<file path="src/rtl/poly_pkg.sv">
// rtl/poly_pkg.sv - shared state encoding and parameter bounds for the Horner evaluator
package poly_pkg;

    localparam int WIDTH_MIN  = 4;
    localparam int WIDTH_MAX  = 32;
    localparam int DEGREE_MIN = 1;
    localparam int DEGREE_MAX = 8;

    typedef enum logic [1:0] {
        IDLE = 2'd0,
        MUL  = 2'd1,
        ADD  = 2'd2,
        DONE = 2'd3
    } state_t;

endpackage

</file>
<file path="src/rtl/poly_ula.sv">
// rtl/poly_ula.sv - combinational signed add/multiply unit with wrap and overflow detection
module poly_ula #(
    parameter int WIDTH = 16
) (
    input  logic signed [WIDTH-1:0] op_a,
    input  logic signed [WIDTH-1:0] op_b,
    input  logic                    h,
    output logic signed [WIDTH-1:0] result,
    output logic                    overflow
);

    logic signed [2*WIDTH-1:0] prod;
    logic signed [WIDTH-1:0]   sum;
    logic        [WIDTH:0]     prod_top;

    always_comb begin
        prod     = (2*WIDTH)'(op_a) * (2*WIDTH)'(op_b);
        sum      = op_a + op_b;
        // The product fits only if its upper WIDTH+1 bits are a pure sign extension.
        prod_top = prod[2*WIDTH-1:WIDTH-1];
        result   = sum;
        overflow = (op_a[WIDTH-1] == op_b[WIDTH-1]) && (sum[WIDTH-1] != op_a[WIDTH-1]);
        if (h) begin
            result   = prod[WIDTH-1:0];
            overflow = !((&prod_top) || !(|prod_top));
        end
    end

endmodule

</file>
<file path="src/rtl/poly_horner.sv">
// rtl/poly_horner.sv - sequential Horner-rule polynomial evaluator using one shared ALU
module poly_horner
    import poly_pkg::*;
#(
    parameter int WIDTH  = 16,
    parameter int DEGREE = 2
) (
    input  logic                          ck,
    input  logic                          rst,
    input  logic                          start,
    input  logic signed [WIDTH-1:0]       x,
    input  logic [(DEGREE+1)*WIDTH-1:0]   coef,
    output logic                          busy,
    output logic                          done,
    output logic signed [WIDTH-1:0]       resultado,
    output logic                          overflow
);

    localparam int IW    = $clog2(DEGREE + 1);
    localparam int SLOTS = 1 << IW;
    localparam int CW    = SLOTS * WIDTH;

    state_t state, state_nxt;

    logic signed [WIDTH-1:0] acc;
    logic signed [WIDTH-1:0] xr;
    logic [CW-1:0]           coef_q;
    logic [CW-1:0]           coef_pad;
    logic [WIDTH-1:0]        words [SLOTS];
    logic [IW-1:0]           idx;
    logic                    sticky;

    logic                    ula_h;
    logic signed [WIDTH-1:0] ula_b;
    logic signed [WIDTH-1:0] ula_res;
    logic                    ula_ovf;

    // Pad the coefficient vector to a power-of-two slot count so idx never selects past the array.
    assign coef_pad = CW'(coef);

    for (genvar i = 0; i < SLOTS; i++) begin : g_words
        assign words[i] = coef_q[i*WIDTH +: WIDTH];
    end

    assign ula_h = (state == MUL);
    assign ula_b = ula_h ? xr : words[idx];

    poly_ula #(.WIDTH(WIDTH)) u_ula (
        .op_a     (acc),
        .op_b     (ula_b),
        .h        (ula_h),
        .result   (ula_res),
        .overflow (ula_ovf)
    );

    always_ff @(posedge ck) begin
        if (!rst) begin
            state <= IDLE;
        end else begin
            state <= state_nxt;
        end
    end

    always_comb begin
        state_nxt = state;
        busy      = 1'b0;
        done      = 1'b0;
        case (state)
            IDLE: if (start) state_nxt = MUL;
            MUL: begin
                busy      = 1'b1;
                state_nxt = ADD;
            end
            ADD: begin
                busy      = 1'b1;
                state_nxt = (idx == '0) ? DONE : MUL;
            end
            DONE: begin
                done      = 1'b1;
                state_nxt = IDLE;
            end
            default: state_nxt = IDLE;
        endcase
    end

    always_ff @(posedge ck) begin
        if (!rst) begin
            acc       <= '0;
            xr        <= '0;
            coef_q    <= '0;
            idx       <= '0;
            sticky    <= 1'b0;
            resultado <= '0;
            overflow  <= 1'b0;
        end else begin
            case (state)
                IDLE: begin
                    if (start) begin
                        xr     <= x;
                        coef_q <= coef_pad;
                        acc    <= coef[DEGREE*WIDTH +: WIDTH];
                        idx    <= IW'(DEGREE - 1);
                        sticky <= 1'b0;
                    end
                end
                MUL: begin
                    acc    <= ula_res;
                    sticky <= sticky | ula_ovf;
                end
                ADD: begin
                    acc    <= ula_res;
                    sticky <= sticky | ula_ovf;
                    if (idx == '0) begin
                        resultado <= ula_res;
                        overflow  <= sticky | ula_ovf;
                    end else begin
                        idx <= idx - 1'b1;
                    end
                end
                default: ;
            endcase
        end
    end

endmodule

</file>
<file path="config.mk">
export PLATFORM = sky130hd
export DESIGN_NAME = poly_horner
export DESIGN_NICKNAME = d
export VERILOG_FILES = /design/src/rtl/poly_pkg.sv /design/src/rtl/poly_ula.sv /design/src/rtl/poly_horner.sv
export SDC_FILE = /design/constraint.sdc
export NUM_CORES = 1
export LEC_CHECK = 0
export CAP_MARGIN = 10
export CORE_MARGIN = 2
export CORE_UTILIZATION = 50
export DETAILED_ROUTE_END_ITERATION = 6
export GPL_TIMING_DRIVEN = 0
export PLACE_DENSITY = 0.81
export SYNTH_ARGS = -nofsm -noshare
export SYNTH_HDL_FRONTEND = slang
export SYNTH_SLANG_ARGS = --single-unit
</file>
<file path="constraint.sdc">
create_clock -name ck -period 7.7 [get_ports ck]
set_input_delay 1.54 -clock ck [delete_from_list [all_inputs] [get_ports ck]]
set_output_delay 1.54 -clock ck [all_outputs]
set_load 0.01 [all_outputs]
</file>
==> impl_metrics.toml <==
[drt]
via_per_inst = 5.77
drt-pass1-iter-count = 7
antenna_left = 0
vias = 13100
routed_wl_um = 44600
routedWlPerCell_um = 19.6
drt_iter0_drc = 1208
drc_errors = 2

[status]
violations = "DRC"
status = "finished with violations"

[worst_setup_path]
cp_top_family = "adder cells"
cp-start-kind = "flip-flop"
crit_type = "flip-flop to flip-flop"
slowest_delay_ns = 0.59
crit_path_frequent_cell = "fa_1"
cp_max_fo = 10
crit_arrival_ns = 7.89
crit_required_ns = 7.90
critPathBufInv = 5
end_kind = "flip-flop"
slowest_stage = "fa_1"

[global_routing]
grt_usage_pct = 28.1
grt_antenna_before_repair = 1
grt_overflow = 0
grt_pass1_wl_um = 68900
first_global_vias = 13600
grt_max_degree = 20

[timing]
hold_violations = 0
setup_violations = 0
tightest_slew_ns = 0.664
period_needed_ns = 7.68
drv_slew = 0
period_share_pct = 99.8
relSlewSlack_pct = 55.7
fin_skew_ns = 0.0105
fmax_ghz = 0.130
setup_tns_ns = 0
rsz0062_at_grt = "yes"

[yosys]
async_flop_share_pct = 0
synth_cell_types = 80
yosysSeqAreaShare_pct = 13.6
synth.avg_cell_area_um2 = 8.69
synth_top_area_cell = "fa_1"
synth_area_leaders = "fa_1 (35%), dfxtp_1 (14%), ha_1 (8.6%), nand2_1 (7.3%), inv_1 (6.9%)"
ys.flop_type = "dfxtp_1"
syn_area_um2 = 15100
yosys_warnings = 0
synth_cells = 1732
synth_edf_count = 0
synth-seq-cells = 102
syn_nets = 2165
yosysTopAreaCellShare_pct = 35.0

[floorplan]
core_um2 = 29600
design.die.area_um2 = 31500
ios = 86
rows = 63
die_w_um = 178
start_util_pct = 50.8
die_h_um = 178

[finish]
fin_nets = 2313
n_antenna_cell = 0
regArea_um2 = 2050
multiInputGateArea_um2 = 12300
fillers = 2427
area.growth.synth_to_final_pct = 20.7
post-route-cell-area_um2 = 18200
layout-drive-gt1-share_pct = 13.6

[clocking]
cts.sink_count = 102
cts_tree = "yes"
cts_buffers = 9
insertion_delay_ns = 0.35
cts_buffer_depth = 2
cts_hold_buf = 0
cts_max_level = 3
clkTransAtPathRegs_ns = 0.08
cts-root-buf = "clkbuf_16"

[worst_hold_path]
hold_class = "flip-flop to flip-flop"

[placed_design]
hpwl_um = 33700
io_buffer_count = 84
gp_congestion = 0.939
placed_cell_area_um2 = 16400

[run]
max_cap_violations = 0
[routing by layer]
metal  routed length, um  vias up  share of wire, %  GRT usage [%]
met3                4290      186               9.6           5.72
met4                2390        0               5.4           11.8
met2               21200      730                48           47.4
li1                    -     5763                 -              -
met5                   0        -                 0              0
met1               16700     6438                37           35.1
[area by class of cell]
class / instances / share of cell area [%]
plain buffers: 84 / 3.27
multi-input cells: 1266 / 68.0
well taps: 390 / 2.69
inverters: 280 / 5.87
clock buffers: 9 / 1.24
clock inverters: 7 / 0.475
flip-flops and latches: 102 / 11.3
repair buffers: 137 / 7.23
[cells in the mapped netlist (4+ instances only)]
cell	n
a21o_1	8
ha_1	103
a211oi_1	29
o21ai_1	7
nor2_1	65
nand4_1	5
and3_1	4
mux2i_1	5
buf_1	6
a221oi_1	16
o211ai_1	5
inv_1	278
nor2b_1	6
nand2b_1	7
a21oi_1	141
and2_1	108
fa_1	263
o21ai_0	26
a31oi_1	4
xnor2_1	30
clkbuf_8	5
nand3_1	12
clkbuf_1	68
mux2_2	16
or2_2	12
dfxtp_1	102
nand2_1	294
or3_1	4
nor3_1	18
xor2_1	12
[cell families after synthesis]
family                   count (synthesis)  share of synthesized area [%]
AND/OR/NAND/NOR                        552                           17.1
XOR/XNOR                                42                           2.44
multiplexers                            21                           1.53
AO/OA/AOI/OAI                          285                           12.3
buffers and inverters                  364                           9.51
flip-flops                             102                           13.6
adder cells (fa/ha/maj)                366                           43.5
[tightest hold or removal path: stages, from the launching register on]
cell	delay, ns
dfxtp_1	0.31
nand2_1	0.05
a21oi_1	0.05
[registers in the layout (all words and copies together) (netlist names)]
| signal | count |
|---|---|
| idx | 2 |
| resultado | 16 |
| sticky | 1 |
| acc | 16 |
| overflow | 1 |
| state | 2 |
| xr | 16 |
| coef_q | 48 |
[cell usage in the layout (no fill, tap or decap), drive strengths merged, types with 13 or more instances in the layout]
cell type and n:
a211oi 31, a21oi 144, a221oi 16, and2 110
buf 75, clkbuf 71, clkdlybuf4s50 84, dfxtp 102
fa 263, ha 103, inv 283, mux2 16
nand2 294, nand3 13, nor2 66, nor3 19
o21ai 36, xnor2 30
[per-stage QoR]
| step | worst slack [ns] | utilization [%] | hold WS (ns) | cells |
|---|---|---|---|---|
| after floorplan | 0.0802 | - | 0.433 | 1732 |
| after global placement | -1.53 | 55.3 | 0.440 | 2206 |
| after detailed placement | -1.81 | 55.3 | 0.447 | 2206 |
| after CTS | 0.00831 | 59.2 | 0.457 | 2251 |
| after global routing | -0.152 | 61.3 | 0.479 | 2275 |
| final | 0.0182 | 61.3 | 0.457 | 2275 |
[worst paths after layout]
kind / startpoint / end / slack [ns] / depth (start not counted)
min: xr[1]$_SDFFE_PN0P_ / xr[1]$_SDFFE_PN0P_ / 0.46 / 2
max: idx[0]$_SDFFE_PN0P_ / overflow$_SDFFE_PN0P_ / 0.02 / 27
min reg2reg: xr[1]$_SDFFE_PN0P_ / xr[1]$_SDFFE_PN0P_ / 0.46 / 2
max reg2reg: idx[0]$_SDFFE_PN0P_ / overflow$_SDFFE_PN0P_ / 0.02 / 27
[repair_timing]
action,4_1_cts,5_1_grt
setup buffers,28,23
cloned,1,1
endpoints found under the setup margin,14,4
pin swaps,21,47
resized for setup,144,98
Power is left out: the tool's default activity adds up to more than one toggle a clock period on the data nets, which glitch-free logic cannot reach.
